File: src/rtl/led_mmio_pkg.sv
// Shared definitions for the LED/blink MMIO peripheral: register offsets,
// CTRL bit positions, bus FSM states and a byte-strobe merge helper.
package led_mmio_pkg;

  localparam logic [3:0] LED_CTRL_OFS   = 4'h0;
  localparam logic [3:0] LED_PERIOD_OFS = 4'h4;
  localparam logic [3:0] LED_STATUS_OFS = 4'h8;
  localparam logic [3:0] LED_DIRECT_OFS = 4'hC;

  localparam int CTRL_EN_BIT   = 0;
  localparam int CTRL_MODE_BIT = 1;

  typedef enum logic {
    IDLE = 1'b0,
    RESP = 1'b1
  } bus_state_t;

  // Replace only the bytes whose strobe is set; the others keep old_val.
  function automatic logic [31:0] merge_bytes(input logic [31:0] old_val,
                                              input logic [31:0] new_val,
                                              input logic [3:0]  strb);
    logic [31:0] res;
    res = old_val;
    for (int i = 0; i < 4; i++) begin
      if (strb[i]) res[i*8 +: 8] = new_val[i*8 +: 8];
    end
    return res;
  endfunction

endpackage

File: src/rtl/led_blink_timer.sv
// Blink timebase: counts cycles up to max(period,1)-1, emits a one-cycle
// tick at the terminal count and keeps a 16-bit wrapping tick counter.
module led_blink_timer #(
  parameter int CNT_W = 32
) (
  input  logic             clk,
  input  logic             srst,
  input  logic             en,
  input  logic [CNT_W-1:0] period,
  input  logic             clr_cnt,
  input  logic             clr_toggles,
  output logic             tick,
  output logic [15:0]      toggle_cnt
);

  logic [CNT_W-1:0] count_reg;
  logic [CNT_W-1:0] term;

  // PERIOD=0 behaves like PERIOD=1: terminal count 0, tick every cycle.
  assign term = (period == '0) ? '0 : period - 1'b1;

  // A counter restart (register write) swallows any tick due this cycle.
  assign tick = en && !clr_cnt && (count_reg == term);

  // Cycle counter: held at 0 when disabled, restarted on clear or terminal.
  always_ff @(posedge clk) begin
    if (srst) begin
      count_reg <= '0;
    end else if (!en || clr_cnt || tick) begin
      count_reg <= '0;
    end else begin
      count_reg <= count_reg + 1'b1;
    end
  end

  // Tick counter: a clear beats a simultaneous tick; wraps 0xFFFF -> 0.
  always_ff @(posedge clk) begin
    if (srst) begin
      toggle_cnt <= '0;
    end else if (clr_toggles) begin
      toggle_cnt <= '0;
    end else if (tick) begin
      toggle_cnt <= toggle_cnt + 16'd1;
    end
  end

endmodule

File: src/rtl/led_mmio_slave.sv
// Memory-mapped LED peripheral: two-state bus responder (accept, then a
// one-cycle response), a small register file and the LED output driver.
module led_mmio_slave
  import led_mmio_pkg::*;
#(
  parameter int          ADDR_W         = 4,
  parameter int unsigned DEFAULT_PERIOD = 25_000_000,
  parameter int          CNT_W          = 32
) (
  input  logic              sys_clk,
  input  logic              sys_rst,
  input  logic              bus_valid,
  input  logic [ADDR_W-1:0] bus_addr,
  input  logic [3:0]        bus_wstrb,
  input  logic [31:0]       bus_wdata,
  output logic              bus_ready,
  output logic [31:0]       bus_rdata,
  output logic              bus_err,
  output logic              led_test
);

  bus_state_t       state_reg;
  logic [1:0]       ctrl_reg;
  logic [CNT_W-1:0] period_reg;
  logic             direct_reg;
  logic [15:0]      toggle_cnt;
  logic             tick;

  logic [3:0]       word_ofs;
  logic             addr_ok;
  logic             accept;
  logic             wr_en;
  logic             wr_ctrl;
  logic             wr_period;
  logic             wr_status;
  logic             wr_direct;
  logic [31:0]      period_merged;
  logic [31:0]      rd_mux;
  logic             blink_en;

  assign word_ofs  = {bus_addr[3:2], 2'b00};
  // Word-aligned and inside the 16-byte window (upper bits only exist if ADDR_W>4).
  assign addr_ok   = (bus_addr[1:0] == 2'b00) && ((bus_addr >> 4) == '0);
  assign accept    = (state_reg == IDLE) && bus_valid;
  assign wr_en     = accept && addr_ok && (bus_wstrb != 4'b0000);
  assign wr_ctrl   = wr_en && (word_ofs == LED_CTRL_OFS);
  assign wr_period = wr_en && (word_ofs == LED_PERIOD_OFS);
  assign wr_status = wr_en && (word_ofs == LED_STATUS_OFS);
  assign wr_direct = wr_en && (word_ofs == LED_DIRECT_OFS);

  assign period_merged = merge_bytes(32'(period_reg), bus_wdata, bus_wstrb);
  assign blink_en      = ctrl_reg[CTRL_EN_BIT] && ctrl_reg[CTRL_MODE_BIT];

  // Read mux over the pre-edge register values.
  always_comb begin
    rd_mux = 32'd0;
    case (word_ofs)
      LED_CTRL_OFS:   rd_mux = {30'd0, ctrl_reg};
      LED_PERIOD_OFS: rd_mux = 32'(period_reg);
      LED_STATUS_OFS: rd_mux = {toggle_cnt, 15'd0, led_test};
      LED_DIRECT_OFS: rd_mux = {31'd0, direct_reg};
      default:        rd_mux = 32'd0;
    endcase
  end

  // Bus FSM with registered response: accept in IDLE, respond in RESP.
  always_ff @(posedge sys_clk) begin
    if (sys_rst) begin
      state_reg <= IDLE;
      bus_ready <= 1'b0;
      bus_rdata <= 32'd0;
      bus_err   <= 1'b0;
    end else begin
      case (state_reg)
        IDLE: begin
          bus_ready <= 1'b0;
          bus_rdata <= 32'd0;
          bus_err   <= 1'b0;
          if (bus_valid) begin
            state_reg <= RESP;
            bus_ready <= 1'b1;
            bus_err   <= !addr_ok;
            bus_rdata <= (addr_ok && bus_wstrb == 4'b0000) ? rd_mux : 32'd0;
          end
        end
        RESP: begin
          state_reg <= IDLE;
          bus_ready <= 1'b0;
          bus_rdata <= 32'd0;
          bus_err   <= 1'b0;
        end
        default: begin
          state_reg <= IDLE;
          bus_ready <= 1'b0;
          bus_rdata <= 32'd0;
          bus_err   <= 1'b0;
        end
      endcase
    end
  end

  // Register file writes; CTRL and DIRECT live entirely in byte 0.
  always_ff @(posedge sys_clk) begin
    if (sys_rst) begin
      ctrl_reg   <= 2'b00;
      period_reg <= CNT_W'(DEFAULT_PERIOD);
      direct_reg <= 1'b0;
    end else begin
      if (wr_ctrl && bus_wstrb[0]) ctrl_reg <= bus_wdata[1:0];
      if (wr_period) period_reg <= period_merged[CNT_W-1:0];
      if (wr_direct && bus_wstrb[0]) direct_reg <= bus_wdata[0];
    end
  end

  led_blink_timer #(
    .CNT_W (CNT_W)
  ) u_timer (
    .clk         (sys_clk),
    .srst        (sys_rst),
    .en          (blink_en),
    .period      (period_reg),
    .clr_cnt     (wr_ctrl || wr_period),
    .clr_toggles (wr_status),
    .tick        (tick),
    .toggle_cnt  (toggle_cnt)
  );

  // LED driver: off when disabled, DIRECT in static mode, toggled on ticks.
  always_ff @(posedge sys_clk) begin
    if (sys_rst) begin
      led_test <= 1'b0;
    end else if (!ctrl_reg[CTRL_EN_BIT]) begin
      led_test <= 1'b0;
    end else if (!ctrl_reg[CTRL_MODE_BIT]) begin
      led_test <= direct_reg;
    end else if (tick) begin
      led_test <= !led_test;
    end
  end

endmodule

File: config.mk
export PLATFORM = sky130hd
export DESIGN_NAME = led_mmio_slave
export DESIGN_NICKNAME = d
export VERILOG_FILES = /design/src/rtl/led_mmio_pkg.sv /design/src/rtl/led_blink_timer.sv /design/src/rtl/led_mmio_slave.sv
export SDC_FILE = /design/constraint.sdc
export NUM_CORES = 1
export LEC_CHECK = 0
export ABC_AREA = 1
export CAP_MARGIN = 20
export CORE_MARGIN = 1
export CORE_UTILIZATION = 40
export CTS_BUF_LIST = sky130_fd_sc_hd__clkbuf_2 sky130_fd_sc_hd__clkbuf_4 sky130_fd_sc_hd__clkbuf_8
export CTS_CLUSTER_SIZE = 30
export DETAILED_ROUTE_END_ITERATION = 7
export GPL_TIMING_DRIVEN = 0
export MAX_ROUTING_LAYER = met4
export PLACE_DENSITY = 0.69
export SYNTH_ARGS = -nofsm -noshare
export SYNTH_HDL_FRONTEND = slang
export SYNTH_SLANG_ARGS = --single-unit
File: constraint.sdc
create_clock -name sys_clk -period 3.3 [get_ports sys_clk]
set_input_delay 0.495 -clock sys_clk [delete_from_list [all_inputs] [get_ports sys_clk]]
set_output_delay 0.495 -clock sys_clk [all_outputs]
set_load 0.01 [all_outputs]
==> out/metrics.cfg <==
[run_status]
status = finished clean

[power]
power_leakage_uw = 0.00292
powerDensity_mw_per_mm2 = 382
ir_worst_vdd_v = 0.000323
totalPowerFinal_uw = 3070

[drt]
drc = 0
vias = 6810
finalWirelength_mm = 19.5
dr.pass1.iters = 6
avgViaCountPerCell = 5.19
drtIter0Drc = 565
route.antenna.remaining_nets = 0
wl_per_cell_um = 14.8

[global_routing]
grt_pass1_wl_mm = 31.6
overflow = 0
grt_max_degree = 17
track_usage = 0.252
antenna_found_initial = 0
grt_pass1_vias = 6363

[synthesis]
synth.distinct_cells = 37
avgSynthCellArea_um2 = 6.62
ys_ff_latch = 118
yosysTopAreaCellShare = 0.362
ys_seq_area_frac = 0.362
ys_top_cells_by_area = dfxtp_1, nand2_1, nor2_1, nand3_1, inv_1
yosysMostFrequentCell = nand2_1
yosysWarnings = 0
ys_async_sr_fraction = 0
syn-cell-area_mm2 = 0.00652
synth_ff_type = dfxtp_1
synth-edff-count = 0
synthCells = 984
ys_top_cells_by_count = nand2_1, nor2_1, dfxtp_1
yosys.area.top_type = dfxtp_1
synth_nets = 1030

[setup_path]
r2r_start = period_reg[0]
crit_path_max_incr_delay_ps = 350
worstPathRequired_ps = 3650
critPathKind = reg2reg
worst_path_max_delay_cell = dfxtp_1
cp-end-kind = flip-flop
cp_top_family = simple AND/OR/NAND/NOR gates
crit_fanout = 10
rrSetupSlack_ps = 200
critPathBufInv = 5
critical_path_arrival_ps = 3450
worst-r2r-cell-count = 17
r2r_end = u_timer.count_reg[19]
cp-start-kind = flip-flop
path_cells = inv_2, ha_2, nand2_2, nor2_8, nand4_4, buf_6, buf_6, nand3_1, nand2_1, nor3_1, nand2_1, nor2_4, buf_4, nand2_2, nand3_2, buf_4, nor2_1

[placed_design]
io_buffer_count = 77
dp_cells = 1277
post-dp-hpwl_mm = 15.1
place_congestion = 0.966

[min_path]
hold_end = led_test
hold-path-cell-count = 2
min_path_type = reg2reg
min-delay-start = ctrl_reg[0]

[clocking]
clkSlewWorstSetupHoldPaths_ps = 70
cts_max_path_buffers = 2
htree_levels = 4
cts_root_buffer = clkbuf_8
cts_hold_buf = 0
clock_sinks = 118
cts_tree = done
clk-insertion-delay-late_ps = 460
numCtsBuffers = 17

[die]
start_util = 0.410
fp.dieH_um = 130
std_cell_rows = 46
dieArea_mm2 = 0.0168
core_area_mm2 = 0.0159
pin_count = 78
dieWidth_um = 130

[layout]
areaGrowthSynthToFinish_pct = 23.3
nets = 1130
nFillCells = 1659
drive_gt1_frac = 0.0757
stdcell_count = 1312
diodes = 0

[timing]
finalCritPeriodShare = 0.939
setup_viol = 0
max_freq_mhz = 323
finalHoldViolations = 0
min_period_ps = 3100
fin_setup_tns_ps = 0
slew_viol_final = 0
rsz0062_at_grt = no
worst_pin_slew_ps = 1000
fin_skew_ps = 14.2
relSlewSlack = 0.327

[job]
maxCapViolCount = 0

==> metal layers <==
layer | part of all wire | up-vias | track usage
met5 | 0 | - | -
met4 | 0.016 | 0 | 0.0746
met3 | 0.059 | 25 | 0.0495
met2 | 0.45 | 226 | 0.394
met1 | 0.48 | 3116 | 0.327
li1 | - | 3443 | -
==> where the power goes <==
group | leakage [µW] | internal, µW | switching, µW | total [µW]
Combinational | 0.00176 | 71.5 | 85.8 | 157
Sequential | 0.000951 | 1430 | 7.32 | 1440
Clock | 0.000208 | 846 | 630 | 1480
==> worst min-delay path, stage by stage (launching register included) <==
cell	delay, ps
dfxtp_1	310
nand2_1	60
a21oi_1	30
==> per-stage QoR <==
stage	setup slack, ps	instance area [µm²]	util	hold slack (ps)
4_1_cts	1.71	7990	0.503	446
2_1_floorplan	725	6520	-	421
6_report	200	8040	0.506	439
5_1_grt	18.0	8040	0.506	476
3_5_place_dp	-59.9	7560	0.476	436
3_3_place_gp	-67.3	7560	0.476	436
==> layout by cell type (no fill, tap or decap), types with 6 or more instances in the layout <==
cell / synthesis / routed
xor2_1: 27 / 27
a21oi_1: 72 / 72
clkbuf_8: 0 / 18
dfxtp_1: 118 / 118
clkdlybuf4s50_1: 0 / 77
xnor2_1: 8 / 8
nand4_1: 47 / 47
nor2_2: 7 / 8
buf_4: 3 / 7
nor3_1: 34 / 34
inv_1: 108 / 107
nor2_1: 122 / 120
nor4_1: 6 / 6
buf_6: 6 / 6
nand3_1: 82 / 82
clkbuf_1: 15 / 15
o21ai_0: 51 / 50
nand2_1: 235 / 235
==> kinds of logic after synthesis <==
family | after synthesis | synth area share
simple gates | 557 | 0.390
buf+inv | 138 | 0.0889
compound gates | 133 | 0.106
flops | 118 | 0.362
xor+xnor | 35 | 0.0470
fa+ha+maj | 3 | 0.00576
==> what timing repair did <==
item,CTS,global route
buffers inserted,0,4
endpoints found under the setup margin,0,48
resized for setup,0,6
==> layout make-up <==
class                   instances  area [µm²]  share of cell area
plain buffers                  30         174              0.0216
well taps                     216         270              0.0336
clock buffers                  19         255              0.0318
inverters                     108         405              0.0505
multi-input cells             728        3590               0.447
flip-flops and latches        118        2360               0.294
repair buffers                 81         801              0.0997
clock inverters                12         178              0.0221
==> worst max-delay path by stage <==
stage / start / cells after the start / slack (ps) / endpoint
2_1_floorplan: period_reg[0] / 18 / 730 / u_timer.toggle_cnt[15]
3_3_place_gp: bus_addr[3] / 10 / -70 / u_timer.toggle_cnt[15]
3_5_place_dp: bus_addr[3] / 10 / -60 / u_timer.toggle_cnt[15]
4_1_cts: period_reg[0] / 18 / 2 / u_timer.count_reg[1]
5_1_grt: period_reg[0] / 17 / 20 / u_timer.count_reg[1]
6_report: period_reg[0] / 17 / 200 / u_timer.count_reg[19]
Power figures use the tool's default switching activity.
